File: src/rtl/uart_pkg.sv
// Shared types and helpers for the UART transmit arbiter.
// The round-robin pick works on a fixed 8-bit request vector; narrower users zero-extend.
package uart_pkg;

  localparam int UART_BYTE_W = 8;
  localparam int MAX_REQ     = 8;
  localparam int IDX_W       = 3;

  typedef enum logic [0:0] {
    ARB  = 1'b0,
    LOCK = 1'b1
  } arb_state_t;

  // First set request strictly after last_gnt, wrapping within n_req requesters.
  function automatic logic [MAX_REQ-1:0] rr_pick(
    input logic [MAX_REQ-1:0] req,
    input logic [IDX_W-1:0]   last_gnt,
    input int                 n_req
  );
    logic [MAX_REQ-1:0] gnt;
    logic               found;
    logic [3:0]         idx;
    logic [3:0]         n4;
    gnt   = {MAX_REQ{1'b0}};
    found = 1'b0;
    n4    = 4'(n_req);
    for (int k = 1; k <= MAX_REQ; k++) begin
      idx = {1'b0, last_gnt} + 4'(k);
      if (idx >= n4) begin
        idx = idx - n4;
      end else begin
        idx = idx;
      end
      if ((4'(k) <= n4) && !found && req[idx[2:0]]) begin
        gnt[idx[2:0]] = 1'b1;
        found         = 1'b1;
      end else begin
        found = found;
      end
    end
    return gnt;
  endfunction

endpackage

File: src/rtl/uart_tx_arb_rr_arbiter.sv
// Combinational round-robin pick: one-hot grant plus its index from a request
// vector and the previous owner's index.
module rr_arbiter
  import uart_pkg::*;
#(
  parameter int N_REQ = 4
) (
  input  logic [N_REQ-1:0] req,
  input  logic [IDX_W-1:0] last_gnt,
  output logic [N_REQ-1:0] gnt,
  output logic [IDX_W-1:0] gnt_idx,
  output logic             any
);

  logic [MAX_REQ-1:0] req_ext;
  logic [MAX_REQ-1:0] pick;

  always_comb begin
    req_ext = MAX_REQ'(req);
    pick    = rr_pick(req_ext, last_gnt, N_REQ);
    gnt     = pick[N_REQ-1:0];
    any     = |pick;
    gnt_idx = {IDX_W{1'b0}};
    for (int i = 0; i < N_REQ; i++) begin
      gnt_idx = gnt_idx | (pick[i] ? IDX_W'(i) : {IDX_W{1'b0}});
    end
  end

endmodule

File: src/rtl/uart_tx_arb.sv
// Packet-locked round-robin arbiter feeding one uart_tx byte interface.
// Optional mid-packet stall release is enabled with `define UART_ARB_TIMEOUT_EN.
module uart_tx_arb
  import uart_pkg::*;
#(
  parameter int N_REQ   = 4,
  parameter int TIMEOUT = 1024
) (
  input  logic                         clk,
  input  logic                         rst,
  input  logic [N_REQ-1:0]             req_val_i,
  input  logic [UART_BYTE_W*N_REQ-1:0] req_data_i,
  input  logic [N_REQ-1:0]             req_last_i,
  output logic [N_REQ-1:0]             req_rdy_o,
  output logic                         tx_val_o,
  output logic [UART_BYTE_W-1:0]       tx_data_o,
  input  logic                         tx_rdy_i,
  output logic [N_REQ-1:0]             grant_o,
  output logic                         busy_o,
  output logic                         timeout_o
);

  localparam logic [IDX_W-1:0] LAST_RST = IDX_W'(N_REQ - 1);

  if (N_REQ < 1 || N_REQ > MAX_REQ || TIMEOUT < 1) begin : g_bad_param
    $error("uart_tx_arb: N_REQ must be 1..8 and TIMEOUT at least 1");
  end

  arb_state_t             state;
  logic [IDX_W-1:0]       last_gnt;
  logic [N_REQ-1:0]       pick_gnt;
  logic [IDX_W-1:0]       pick_idx;
  logic                   pick_any;
  logic                   slot_free;
  logic                   accept;
  logic                   sel_last;
  logic [UART_BYTE_W-1:0] sel_data;
  logic                   tx_val_next;
  logic                   release_lock;
  logic                   timeout_hit;

  rr_arbiter #(
    .N_REQ(N_REQ)
  ) u_rr (
    .req     (req_val_i),
    .last_gnt(last_gnt),
    .gnt     (pick_gnt),
    .gnt_idx (pick_idx),
    .any     (pick_any)
  );

  // Mux the owner's byte and handshake; grant_o is one-hot so an OR-mux suffices.
  always_comb begin
    sel_data = {UART_BYTE_W{1'b0}};
    sel_last = 1'b0;
    for (int i = 0; i < N_REQ; i++) begin
      sel_data = sel_data | (req_data_i[i*UART_BYTE_W +: UART_BYTE_W] & {UART_BYTE_W{grant_o[i]}});
      sel_last = sel_last | (req_last_i[i] & grant_o[i]);
    end
    slot_free    = !tx_val_o || tx_rdy_i;
    req_rdy_o    = ((state == LOCK) && slot_free) ? grant_o : {N_REQ{1'b0}};
    accept       = |(req_val_i & req_rdy_o);
    tx_val_next  = accept || (tx_val_o && !tx_rdy_i);
    release_lock = (state == LOCK) && ((accept && sel_last) || timeout_hit);
  end

`ifdef UART_ARB_TIMEOUT_EN
  localparam int CNT_W = $clog2(TIMEOUT + 1);

  logic [CNT_W-1:0] stall_cnt;
  logic             granted_val;

  assign granted_val = |(req_val_i & grant_o);
  assign timeout_hit = (state == LOCK) && !granted_val && (stall_cnt == CNT_W'(TIMEOUT - 1));

  // Count owner-idle cycles while locked; a byte-in-hand waiting on the UART is not a stall.
  always_ff @(posedge clk) begin
    if (rst) begin
      stall_cnt <= {CNT_W{1'b0}};
    end else if ((state != LOCK) || accept || timeout_hit) begin
      stall_cnt <= {CNT_W{1'b0}};
    end else if (!granted_val) begin
      stall_cnt <= stall_cnt + {{(CNT_W-1){1'b0}}, 1'b1};
    end else begin
      stall_cnt <= stall_cnt;
    end
  end
`else
  assign timeout_hit = 1'b0;
`endif

  // Arbitration FSM, output byte register and status flags.
  always_ff @(posedge clk) begin
    if (rst) begin
      state     <= ARB;
      grant_o   <= {N_REQ{1'b0}};
      last_gnt  <= LAST_RST;
      tx_val_o  <= 1'b0;
      tx_data_o <= {UART_BYTE_W{1'b0}};
      busy_o    <= 1'b0;
      timeout_o <= 1'b0;
    end else begin
      tx_val_o  <= tx_val_next;
      timeout_o <= timeout_hit;
      if (accept) begin
        tx_data_o <= sel_data;
      end else begin
        tx_data_o <= tx_data_o;
      end
      case (state)
        ARB: begin
          if (pick_any) begin
            state    <= LOCK;
            grant_o  <= pick_gnt;
            last_gnt <= pick_idx;
            busy_o   <= 1'b1;
          end else begin
            state    <= ARB;
            busy_o   <= tx_val_next;
          end
        end
        LOCK: begin
          if (release_lock) begin
            state   <= ARB;
            grant_o <= {N_REQ{1'b0}};
            busy_o  <= tx_val_next;
          end else begin
            state   <= LOCK;
            busy_o  <= 1'b1;
          end
        end
        default: begin
          state   <= ARB;
          grant_o <= {N_REQ{1'b0}};
          busy_o  <= tx_val_next;
        end
      endcase
    end
  end

endmodule

File: config.mk
export PLATFORM = sky130hd
export DESIGN_NAME = uart_tx_arb
export DESIGN_NICKNAME = d
export VERILOG_FILES = /design/src/rtl/uart_pkg.sv /design/src/rtl/uart_tx_arb_rr_arbiter.sv /design/src/rtl/uart_tx_arb.sv
export SDC_FILE = /design/constraint.sdc
export NUM_CORES = 1
export LEC_CHECK = 0
export BUFFER_PORTS_ARGS = -buffer_cell sky130_fd_sc_hd__buf_2
export CORE_UTILIZATION = 43
export CTS_CLUSTER_SIZE = 30
export DETAILED_ROUTE_END_ITERATION = 10
export PLACE_DENSITY = 0.84
export SYNTH_ARGS = -nofsm -noshare
export SYNTH_HDL_FRONTEND = slang
export SYNTH_HIERARCHICAL = 1
export SYNTH_SLANG_ARGS = --single-unit
export TNS_END_PERCENT = 20
File: constraint.sdc
create_clock -name clk -period 2.3 [get_ports clk]
set_input_delay 0.46 -clock clk [delete_from_list [all_inputs] [get_ports clk]]
set_output_delay 0.46 -clock clk [all_outputs]
set_load 0.01 [all_outputs]
## Yosys cells after proc, flatten, opt, wreduce, memory -nomap -nowiden

Index checks and enable logic that the tools add are counted.

| operators by class | value |
|---|---|
| shift-type cells | 0 |
| reductions and logical operators | 22 |
| order comparisons | 12 |
| bitwise logic cells | 21 |
| eq/ne operators | 2 |
| muxes and demuxes | 40 |
| multiply operators | 0 |
| divide/modulo/power cells | 0 |
| $add $sub $neg | 8 |

Operator list:

| cell | count |
|---|---|
| 8-bit OR | 6 |
| 8-bit bitwise AND | 4 |
| 8-bit 2-to-1 mux | 4 |
| 4-bit by 3-bit greater-or-equal comparator with 1-bit output, second input constant | 4 |
| 3-bit by 4-bit less-than comparator with 1-bit output, second input constant | 4 |
| 1-bit 2-to-1 mux | 16 |
| 1-bit binary-select mux with 3-bit select | 4 |
| 1-bit demux with 3-bit select | 4 |
| 3-bit by 1-bit greater-or-equal comparator with 1-bit output, second input constant | 4 |
| 3-bit 2-to-1 mux | 4 |
| 4-bit 2-to-1 mux | 3 |
| 3-bit subtractor, second input constant | 4 |
| 1-bit logical AND | 11 |
| 3-bit by 2-bit adder with 4-bit output, second input constant | 2 |
| 4-bit one-hot mux with 2 select lines | 1 |
| 8-bit OR reduction | 1 |
| 3-bit OR | 2 |
| 1-bit logical NOT | 5 |
| 3-bit by 1-bit adder with 4-bit output, second input constant | 1 |
| 3-bit by 3-bit adder with 4-bit output, second input constant | 1 |
| 1-bit bitwise AND | 4 |
| 4-bit bitwise AND | 1 |
| 2-bit 2-to-1 mux | 2 |
| 1-bit one-hot mux with 2 select lines | 2 |
| other kinds (7) | 11 |

| word-level totals | value |
|---|---|
| output and inout bits | 19 |
| word-level logic and storage cells | 111 |
| bits in writable memories | 0 |
| bits in registers | 18 |
| bits in latches | 0 |
| bits of input ports | 43 |
| ROM bits | 0 |
| memories kept | 0 |

## Depth between registers and ports, before layout

Gate-level depths: netlist of run 1.

| logic depth | value |
|---|---|
| word-level depth | 18 |
| mapped depth | 12 |
| mapped depth without buffers | 10 |

## Cells and area by module

Netlist of run 1, hierarchy kept.

Modules (own cells, without submodules):

| module | cells an instance | area an instance (µm²) | instances |
|---|---|---|---|
| uart_tx_arb | 106 | 944.7 | 1 |
| rr_arbiter | 59 | 450.4 | 1 |

## Worst setup path after synthesis of run 1

No wires, ideal clock.

| timing | value |
|---|---|
| kind | reg2reg |
| start | register last_gnt[0] |
| end | register grant_o[0] |
| path buffers | 2 |
| data arrival time | 2.505 ns |
| path slack | -0.279 ns |
| library setup time | 0.074 ns |
| stages on the path, launching flop included | 13 |
| cells stage by stage | dfxtp_1 > buf_6 > inv_2 > ha_1 > buf_6 > mux2_1 > a21oi_2 > or2_1 > o22ai_1 > nand4_1 > nor2b_1 > nand3b_1 > o21ai_0 |

| on the way | value |
|---|---|
| word-level cells in the longest chain between the ends | 18 |
| elaborated cells between the ends (all ways) | 65 |

RTL lines:

| element | line | source |
|---|---|---|
| from (decl) | uart_tx_arb.sv:30 | `logic [IDX_W-1:0] last_gnt;` |
| from (signal assigned) | uart_tx_arb.sv:115 | `last_gnt <= pick_idx;` |
| branches (longest 14 deep; another with 3-bit by 1-bit adder with 4-bit output) | -- |  |
| 8-bit 2-to-1 mux * | uart_pkg.sv:34 | `if ((4'(k) <= n4) && !found && req[idx[2:0]]) begin` |
| 8-bit OR reduction * | uart_tx_arb_rr_arbiter.sv:22 | `any = \|pick;` |
| named net pick_any | uart_tx_arb.sv:33 | `logic pick_any;` |
| 2-bit != test (no line) * | -- |  |
| 2-bit AND reduction (no line) * | -- |  |
| to (signal assigned) | uart_tx_arb.sv:96 | `grant_o <= {N_REQ{1'b0}};` |
| to (signal assigned) | uart_tx_arb.sv:114 | `grant_o <= pick_gnt;` |
| to (signal assigned) | uart_tx_arb.sv:125 | `grant_o <= {N_REQ{1'b0}};` |
| to (decl) | uart_tx_arb.sv:18 | `output logic [N_REQ-1:0] grant_o,` |

Mark *: on every way through the listed nets, which the timed path passes. The select of a mux whose other input is x is not followed.
A chain may end at the register's enable or synchronous reset.

## Worst setup path after layout of run 1

| timing | value |
|---|---|
| start | register last_gnt[0] |
| end | register grant_o[3] |

Same word-level chain as after synthesis.

==> summary.txt, run 1 <==
Run status
  • Run status: complete, but fails checks
  • Failing checks: setup timing

Die
  • # rows: 20
  • Die ar.: about 0.0035 mm²
  • Die span in y: a little under 60 µm
  • Core ar.: approximately 0.0031 mm²
  • Die Wd: 59.0 µm
  • Starting Density: approximately 45%
  • Num ports: between 60 and 70

Routing
  • WL per Instance: approximately 15 µm
  • Via count: ~1600
  • Final WL: roughly 4.2 mm
  • TritonRoute pass-1 iters: 4
  • DRC viols: 0
  • Routed Antenna Nets: 0
  • DR iter-0 viols: 92
  • DR vias/cell: between 5 and 6

Setup path
  • Worst Setup End Kind: flip-flop
  • Crit start category: flip-flop
  • Worst EP required: ~2500 ps
  • Highest-delay cell along the critical path: dfxtp_4
  • Slowest stage delay, CP: about 380 ps
  • Crit-path leading delay family: simple AND/OR/NAND/NOR gates
  • Worst path arrival time: 2490 ps
  • Max FO, Critical Path: 7
  • Worst-path cell chain: inv_4, ha_4, mux2_2, a21oi_4, o2bb2ai_1, o21ai_1, nand4_1, nor2b_4, nand3b_1, o21ai_1
  • Most frequent CP cell: o21ai_1
  • CP Class: reg2reg
  • WP buf/inv: 1

Min path
  • HP Class: reg2reg

Final layout
  • Syn-to-layout area delta: 39.8%
  • Leading cell type in the layout, fill and taps excluded: buf_2
  • Layout cells sized above 1: between 40% and 50%
  • Most frequent cells in the layout: 60 x buf_2, 18 x nand2_1, 18 x a22oi_1, 18 x buf_4, 16 x dfxtp_1
  • Fillers: around 270
  • Antenna cell count: 0
  • Final Cell Area: slightly below 0.002 mm²
  • Nets: ~290

Logic synthesis
  • Main synth FF type: dfxtp_1
  • Post-synth top area share: roughly 26%
  • Syn. warnings: 6
  • Number of synthesized register bits: 18
  • Synthesized area per cell: around 8.5 µm²
  • Largest cells by area after synthesis: dfxtp_1 26%, a22oi_1 9.7%, a21oi_2 5.7%
  • Syn_nets: ~210
  • Syn Inst Count: ~170
  • Post-synth top area cell: dfxtp_1
  • Seq/Total Area, Yosys: 25.8%
  • Post-synth EDFFs: 0
  • Async SR Flop Fraction: 0%
  • Synth cell types: 43
  • Mapped Area: between 0.001 and 0.0015 mm²

GRT
  • Vias in the first global route: around 1400
  • Gr usage total: approximately 22%
  • Global route total overflow: 0
  • Largest net degree at the start of global routing: 23
  • First-pass GRT wire length: 5.98 mm
  • Antenna violations before repair: 0

Clocking
  • Clock Path Buffers: 2
  • Hold buffer count at CTS: 0
  • Num Clock Sinks: 18
  • H-Tree Depth: 1
  • Num CTS Buffers: 3
  • CTS tree: done
  • Clock transition at path regs: 100 ps
  • Root Buffer: clkbuf_4
  • Clk_lat worst skew: 290 ps

Power
  • Pleak: between 0.0008 and 0.0009 µW
  • Tot Pwr: roughly 2400 µW
  • Power Density: around 1200 mW/mm²
  • VDD IR max: around 0.60 mV

STA
  • Final Skew: 11.9 ps
  • Post-route setup slack: -20.3 ps
  • Setup Viol. Count Final: 2
  • Slew @ Worst Pin: about 520 ps
  • Hold Vio Cnt, Final: 0
  • Max Clk Rate: about 0.43 GHz
  • RSZ-0062 raised after global routing: true
  • TNS Setup: -33.0 ps
  • WHS: around 470 ps
  • Pins Over Slew Limit: 0
  • Worst slew margin: between 60% and 70%
  • Minimum clock period: 2320 ps
  • Final period util: 101%

Place
  • DPL Wire Length: around 2.8 mm
  • GPL Wtd Cong: between 0.9 and 1
  • Post-placement setup slack: -125 ps
  • Post-place instance area: approximately 0.0018 mm²
  • IO buf count: 60

Job
  • Maxcap violations: 0
[Yosys cell counts (all sizes together), types with 2 or more instances]
cell type  number
ha              5
clkbuf          6
nor3b           4
buf             6
nor2            3
nand2b          6
nand3b         10
nand3           2
a21oi          12
a22oi          18
nor2b           2
o22ai           4
nand2          18
inv             7
and3            5
o21ai           6
mux2i           4
a31oi           2
nor3            2
a21o            8
dfxtp          18
o2bb2ai         2
conb            2
a22o            3
[power by group]
group	total [µW]	switching (µW)	internal [µW]
clock network	160	92.9	67.5
registers	469	67.8	401
logic	1790	955	832
[cell families (layout without fill, tap and decap cells)]
logic type	Yosys count	after routing	share of synthesized area, %
compound gates	61	61	35.1
fa+ha+maj	5	5	4.48
buf+inv	19	90	7.35
flops	18	18	25.8
mux	5	5	4.57
other cells	2	2	0.538
simple gates	55	55	22.2
[per-layer routing]
layer / track usage, % / vias to the layer above / part of all wire [%]
met5: 0 / - / 0
met3: 4.84 / 8 / 5.1
met4: 4.76 / 0 / 1.1
met1: 28.7 / 774 / 43
met2: 38.1 / 62 / 51
li1: - / 754 / -
[registers in the layout, summed over array words and instances, names as in the netlist]
signal,count
tx_data_o,8
grant_o,4
last_gnt,3
busy_o,1
state,1
tx_val_o,1
[worst register-to-register path, stage by stage, from the launching register on]
cell and delay (ps):
dfxtp_4 380, inv_4 40, ha_4 310, mux2_2 370, a21oi_4 170, o2bb2ai_1 80, o21ai_1 210, nand4_1 230
nor2b_4 220, nand3b_1 120, o21ai_1 70
[stage by stage]
| stage | std cells | util [%] |
|---|---|---|
| 3_3_place_gp | 267 | 57.7 |
| 3_5_place_dp | 267 | 57.7 |
| 2_1_floorplan | 165 | - |
| 4_1_cts | 277 | 60.7 |
| 5_1_grt | 280 | 63.4 |
| 6_report | 280 | 63.4 |
[worst paths after layout]
check	depth (start not counted)	slack [ps]	start	end
setup / recovery	10	-20	last_gnt[0]$_SDFFE_PP1P_	grant_o[3]$_SDFFE_PP0P_
hold / removal	2	470	tx_data_o[6]$_SDFFE_PP0P_	tx_data_o[6]$_SDFFE_PP0P_
setup reg to reg	10	-20	last_gnt[0]$_SDFFE_PP1P_	grant_o[3]$_SDFFE_PP0P_
hold reg to reg	2	470	tx_data_o[6]$_SDFFE_PP0P_	tx_data_o[6]$_SDFFE_PP0P_
[layout make-up]
| cell class | count | area [µm²] | area share (%) |
|---|---|---|---|
| multi-input combinational | 128 | 1030 | 52.7 |
| tap | 44 | 55.1 | 2.82 |
| clock buffer | 4 | 26.3 | 1.35 |
| timing repair buffer | 79 | 447 | 22.9 |
| sequential | 18 | 365 | 18.7 |
| inverter | 7 | 28.8 | 1.48 |
[timing repair]
item,CTS,global route
resized for setup,6,11
setup endpoints to repair,7,9
buffers inserted,6,3
pin swaps,6,10
Note: power is estimated with default switching activity, not from simulation.
==> run 2: changes to the inputs <==
BUFFER_PORTS_ARGS = default   (was -buffer_cell sky130_fd_sc_hd__buf_2)
CORE_UTILIZATION = 48   (was 43)
DONT_BUFFER_PORTS = 1   (was default)
PLACE_DENSITY = 0.72   (was 0.84)
SLEW_MARGIN = 15   (was default)
==> summary.txt, run 2 (synthesis results as in run 1) <==
Run status
  • Run status: complete, no violations

STA
  • Final Skew: roughly 11 ps
  • Hold Vio Cnt, Final: 0
  • Final period util: ~100%
  • Post-route setup slack: about 1.7 ps
  • Setup Viol. Count Final: 0
  • Slew @ Worst Pin: approximately 540 ps
  • Max Clk Rate: 0.435 GHz
  • Worst slew margin: roughly 64%
  • Minimum clock period: ~2300 ps
  • RSZ-0062 raised after global routing: true
  • Pins Over Slew Limit: 0
  • WHS: between 200 and 250 ps

Clocking
  • Clock transition at path regs: approximately 100 ps
  • Num Clock Sinks: 18
  • H-Tree Depth: 1
  • Clk_lat worst skew: about 290 ps
  • Root Buffer: clkbuf_4
  • CTS tree: done
  • Num CTS Buffers: 3
  • Clock Path Buffers: 2

Setup path
  • Worst EP required: 2520 ps
  • Reg2reg start: last_gnt[0]$_SDFFE_PP1P_
  • Worst path arrival time: around 2500 ps
  • Worst-path cell chain: inv_4, ha_4, mux2i_4, o22ai_1, a311o_1, a31oi_4, nand4_1, buf_4, nand2b_4, nand3b_1, o21ai_1
  • Max FO, Critical Path: 7
  • R2R Path End: grant_o[3]$_SDFFE_PP0P_
  • Crit start category: flip-flop
  • CP Class: reg2reg
  • CP Launch Point: last_gnt[0]$_SDFFE_PP1P_
  • R2R setup slack: around 1.7 ps
  • Highest-delay cell along the critical path: dfxtp_4
  • Crit path to: grant_o[3]$_SDFFE_PP0P_
  • Worst Setup End Kind: flip-flop
  • Slowest stage delay, CP: roughly 370 ps
  • R2R cell count: 11

GRT
  • Antenna violations before repair: 0
  • Global route total overflow: 0
  • First-pass GRT wire length: between 5 and 6 mm
  • Gr usage total: between 20% and 30%
  • Vias in the first global route: around 1200
  • Largest net degree at the start of global routing: 23

Min path
  • HP Class: in2reg

Final layout
  • Post-layout util: slightly below 60%
  • Largest reg by FF count: tx_data_o
  • Final Cell Area: ~0.0016 mm²
  • Seq. cell area: between 300 and 400 µm²
  • Multi-input gate area: roughly 0.0010 mm²
  • Nets: ~220
  • Most frequent cells in the layout: 18 x nand2_1, 18 x a22oi_1, 16 x dfxtp_1, 16 x buf_4, 10 x nand3b_1
  • Biggest regs: tx_data_o x8, grant_o x4, last_gnt x3
  • Fillers: around 250
  • Syn-to-layout area delta: 14.3%
  • Antenna cell count: 0
  • Layout cells sized above 1: 28.7%
  • Largest register FFs: 8

Place
  • IO buf count: 0
  • Post-place instance area: 0.00146 mm²
  • DPL Wire Length: approximately 2.5 mm
  • Post-placement setup slack: -54.7 ps
  • GPL Wtd Cong: roughly 0.92

Die
  • Starting Density: about half
  • Die span in y: roughly 56 µm
  • Die Wd: 55.9 µm
  • # rows: 19
  • Die ar.: around 0.0031 mm²
  • Core ar.: 0.00276 mm²
  • Num ports: 62

Routing
  • DR iter-0 viols: 44
  • TritonRoute pass-1 iters: 4
  • Final WL: around 3.6 mm
  • DR vias/cell: around 6.4
  • DRC viols: 0
  • Via count: 1316
  • Routed Antenna Nets: 0
  • WL per Instance: approximately 18 µm

Power
  • VDD IR max: between 0.8 and 0.9 mV
  • Power Density: 1410 mW/mm²
  • Pleak: a little under 0.0006 µW

Job
  • Maxcap violations: 0
-- run 2: worst min path at each step --
| stage | endpoint | from | cells after the start | slack, ps |
|---|---|---|---|---|
| after floorplan | tx_data_o[0]$_SDFFE_PP0P_ | tx_data_o[0]$_SDFFE_PP0P_ | 2 | 490 |
| after global placement | tx_data_o[7]$_SDFFE_PP0P_ | tx_data_o[7]$_SDFFE_PP0P_ | 2 | 500 |
| after detailed placement | tx_data_o[2]$_SDFFE_PP0P_ | tx_data_o[2]$_SDFFE_PP0P_ | 2 | 500 |
| after CTS | tx_data_o[3]$_SDFFE_PP0P_ | rst | 1 | 200 |
| after global routing | tx_data_o[6]$_SDFFE_PP0P_ | rst | 1 | 190 |
| final | tx_data_o[3]$_SDFFE_PP0P_ | rst | 1 | 210 |
-- run 2: power breakdown --
part           total (µW)  internal [µW]  switching [µW]
Sequential            497            402            94.9
Combinational        1600            742             855
Clock                 162           67.4            94.3
-- run 2: through the flow --
step                total power [µW]  std cells  setup TNS [ps]
floorplan                       1510        165            -141
global placement                1780        194               0
detailed placement              1820        194            -155
CTS                             2140        202               0
global route                    2400        205            -635
finish                          2260        205               0
-- run 2: critical path: cells and delay by family, from the launching register on --
kind	cells	cell delay, ps
AOI/OAI and AO/OA	4	740
DFF	1	370
and+or+nand+nor	3	330
adders and majority gates	1	310
muxes	1	250
buffers and inverters	2	220
-- run 2: area by class of cell --
class | instances | share of cell area [%]
multi-input cells | 128 | 63.3
clock buffers | 4 | 1.65
inverters | 7 | 1.81
well taps | 31 | 2.43
repair buffers | 17 | 7.85
flip-flops and latches | 18 | 22.9
-- run 2: what timing repair did --
| item | in CTS | in global routing |
|---|---|---|
| hold buffers | 0 | 0 |
| buffers inserted | 4 | 3 |
| pin swaps | 2 | 3 |
| resized for setup | 8 | 6 |
| setup endpoints to repair | 7 | 9 |
| gates cloned | 0 | 0 |
-- run 2: layer usage --
layer / GRT usage [%] / vias up / share of wire [%]
li1: - / 628 / -
met1: 29.6 / 634 / 44
met2: 38.6 / 54 / 49
met3: 5.12 / 0 / 6.9
met4: 1.74 / 0 / 0
met5: 0 / - / 0
==> run 3: changes to the inputs <==
ABC_AREA = 1   (was default)
==> summary.txt, run 3 <==
Setup path
  • Reg2reg start: last_gnt[0]$_SDFFE_PP1P_
  • Worst EP required: 2490 ps
  • R2R cell count: 16
  • Worst Setup End Kind: flip-flop
  • Crit start category: flip-flop
  • WP buf/inv: 4
  • Worst-path cell chain: inv_4, ha_4, inv_2, nand3_4, nand3_4, nand2_4, nor2_4, nand3_2, nand2_2, nor2_1, nand2_1, inv_2, nor2_4, inv_4, nand3_1, a21oi_2
  • Highest-delay cell along the critical path: dfxtp_2
  • CP Class: reg2reg
  • R2R setup slack: 140 ps
  • R2R Path End: grant_o[3]$_SDFFE_PP0P_
  • Slowest stage delay, CP: 380 ps
  • Worst path arrival time: 2360 ps
  • Crit-path leading delay family: simple AND/OR/NAND/NOR gates
  • Max FO, Critical Path: 8

Logic synthesis
  • Post-synth EDFFs: 0
  • Seq/Total Area, Yosys: between 20% and 30%
  • Syn Inst Count: between 200 and 250
  • Synth cell types: 29
  • Number of synthesized register bits: 18
  • Mapped Area: roughly 0.0015 mm²
  • Syn_nets: 280
  • Post-synth top area cell: dfxtp_1
  • Most common cell in the synthesized netlist: nand2_1
  • Post-synth top area share: about a quarter
  • Synthesized area per cell: 6.51 µm²
  • Synth cell count leaders: 66 x nand2_1, 29 x nor2_1, 19 x nand3_1, 18 x dfxtp_1, 16 x inv_1
  • Async SR Flop Fraction: 0%
  • Main synth FF type: dfxtp_1
  • Largest cells by area after synthesis: dfxtp_1 24%, nand2_1 16%, nor2_1 7.2%
  • Syn. warnings: 6

STA
  • Slew @ Worst Pin: 572 ps
  • Post-route setup slack: 137 ps
  • Max Clk Rate: ~0.46 GHz
  • Hold Vio Cnt, Final: 0
  • Final Skew: ~6.5 ps
  • Minimum clock period: approximately 2200 ps
  • Pins Over Slew Limit: 0
  • Setup Viol. Count Final: 0
  • Worst slew margin: a little over 60%
  • Final period util: 94.0%

Routing
  • Routed Antenna Nets: 0
  • Final WL: approximately 3.5 mm
  • DR iter-0 viols: 50
  • Via count: ~1500
  • DR vias/cell: roughly 5.5
  • DRC viols: 0
  • WL per Instance: about 13 µm
  • TritonRoute pass-1 iters: 4

Place
  • Post-placement setup slack: around 35 ps
  • DPL Wire Length: 2.66 mm
  • IO buf count: 0
  • GPL Wtd Cong: between 0.8 and 0.9

Power
  • Power Density: 1470 mW/mm²
  • VDD IR max: about 0.66 mV
  • Internal power: 1130 µW
  • Logic pwr share: roughly 67%
  • Clock share of power: about 8%
  • Pleak: ~0.00075 µW
  • Net switching power: between 1000 and 1500 µW
  • Tot Pwr: around 2500 µW
  • Reg power frac: between 20% and 30%
  • Sw Ratio: a little over half

Final layout
  • Most frequent cells in the layout: 64 x nand2_1, 23 x nor2_1, 16 x dfxtp_1
  • Post-layout util: about three fifths
  • Antenna cell count: 0
  • Nets: ~280
  • Syn-to-layout area delta: 10.8%
  • Leading cell type in the layout, fill and taps excluded: nand2_1
  • Fillers: 269
  • Largest register FFs: 8
  • Layout cells sized above 1: between 20% and 30%
  • Largest reg by FF count: tx_data_o
  • Biggest regs: tx_data_o x8, grant_o x4, last_gnt x3

Clocking
  • Clock transition at path regs: roughly 100 ps
  • Num Clock Sinks: 18
  • H-Tree Depth: 1
  • Hold buffer count at CTS: 0
  • Root Buffer: clkbuf_4
  • Clock Path Buffers: 2
  • CTS tree: done
  • Clk_lat worst skew: roughly 300 ps
  • Num CTS Buffers: 3

Die
  • Core ar.: roughly 0.0029 mm²
  • Die Wd: roughly 58 µm
  • Die ar.: between 0.003 and 0.004 mm²
  • Starting Density: a little over half
  • Die span in y: about 58 µm
  • # rows: 19
  • Num ports: 62

Job
  • Maxcap violations: 0

GRT
  • Global route total overflow: 0
  • Vias in the first global route: 1257
  • Gr usage total: 21.8%
  • First-pass GRT wire length: roughly 5.7 mm
  • Largest net degree at the start of global routing: 14
  • Antenna violations before repair: 0

Min path
  • HP Class: in2reg
  • Hold Path End: grant_o[3]$_SDFFE_PP0P_
  • Hold Path Stages: 1
  • HP Start: rst

Run status
  • Run status: complete, no violations
==> run 3: cell types whose count changed after synthesis, sizes merged, moves of 10 or more <==
| cell | previous run | this run |
|---|---|---|
| nand2 | 18 | 79 |
| nor2 | 3 | 34 |
| nand3 | 2 | 24 |
| a22oi | 18 | 0 |
| inv | 7 | 22 |
| nand4 | 1 | 11 |
==> run 3: through the flow <==
stage / hold slack [ps] / setup TNS (ps) / std cells / instance area [µm²]
2_1_floorplan: 480 / 0 / 232 / 1520
3_3_place_gp: 528 / 0 / 269 / 1540
3_5_place_dp: 531 / 0 / 269 / 1540
4_1_cts: 218 / 0 / 273 / 1570
5_1_grt: 197 / -91.6 / 275 / 1670
6_report: 216 / 0 / 275 / 1670
==> run 3: final cells by class <==
| cell class | count | area [µm²] | area share (%) |
|---|---|---|---|
| Clock buffer | 4 | 36.3 | 2.17 |
| Timing Repair Buffer | 7 | 60.1 | 3.59 |
| Sequential cell | 18 | 363 | 21.7 |
| Inverter | 22 | 90.1 | 5.38 |
| Tap cell | 42 | 52.6 | 3.14 |
| Multi-Input combinational cell | 182 | 1070 | 64.1 |
==> run 3: timing repair <==
item	CTS	global route
setup endpoints to repair	0	9
buffers inserted	0	2
gates resized for setup	0	23
==> run 3: cells by family after synthesis <==
group           count (synthesis)  share of synthesized area [%]
compound gates                 23                           9.11
flops                          18                           23.8
other cells                     2                          0.497
fa+ha+maj                       5                           4.14
simple gates                  152                           51.5
buf+inv                        32                           10.9
==> run 3: power groups by stage <==
stage | clock network [µW] | registers, µW | logic (µW)
floorplan | 0 | 549 | 1250
global placement | 0 | 627 | 1390
detailed placement | 0 | 632 | 1410
CTS | 195 | 625 | 1410
global route | 208 | 647 | 1820
finish | 195 | 629 | 1640
==> run 3: how the worst max path moves through the flow <==
stage / from / to / slack [ps] / cells past startpoint
final: last_gnt[0]$_SDFFE_PP1P_ / grant_o[3]$_SDFFE_PP0P_ / 140 / 16
after global routing: last_gnt[0]$_SDFFE_PP1P_ / grant_o[1]$_SDFFE_PP0P_ / -20 / 15
after CTS: last_gnt[1]$_SDFFE_PP1P_ / grant_o[3]$_SDFFE_PP0P_ / 10 / 17
after detailed placement: last_gnt[1]$_SDFFE_PP1P_ / grant_o[3]$_SDFFE_PP0P_ / 40 / 17
after global placement: last_gnt[1]$_SDFFE_PP1P_ / grant_o[0]$_SDFFE_PP0P_ / 130 / 16
after floorplan: last_gnt[0]$_SDFFE_PP1P_ / grant_o[0]$_SDFFE_PP0P_ / 20 / 18
==> run 3: routing by layer <==
metal	global-route usage (%)	up-vias	share of wire, %
met5	0	-	0
met4	5.44	0	1.0
met3	6.70	4	7.6
met2	34.6	63	48
met1	28.6	703	43
li1	-	747	-
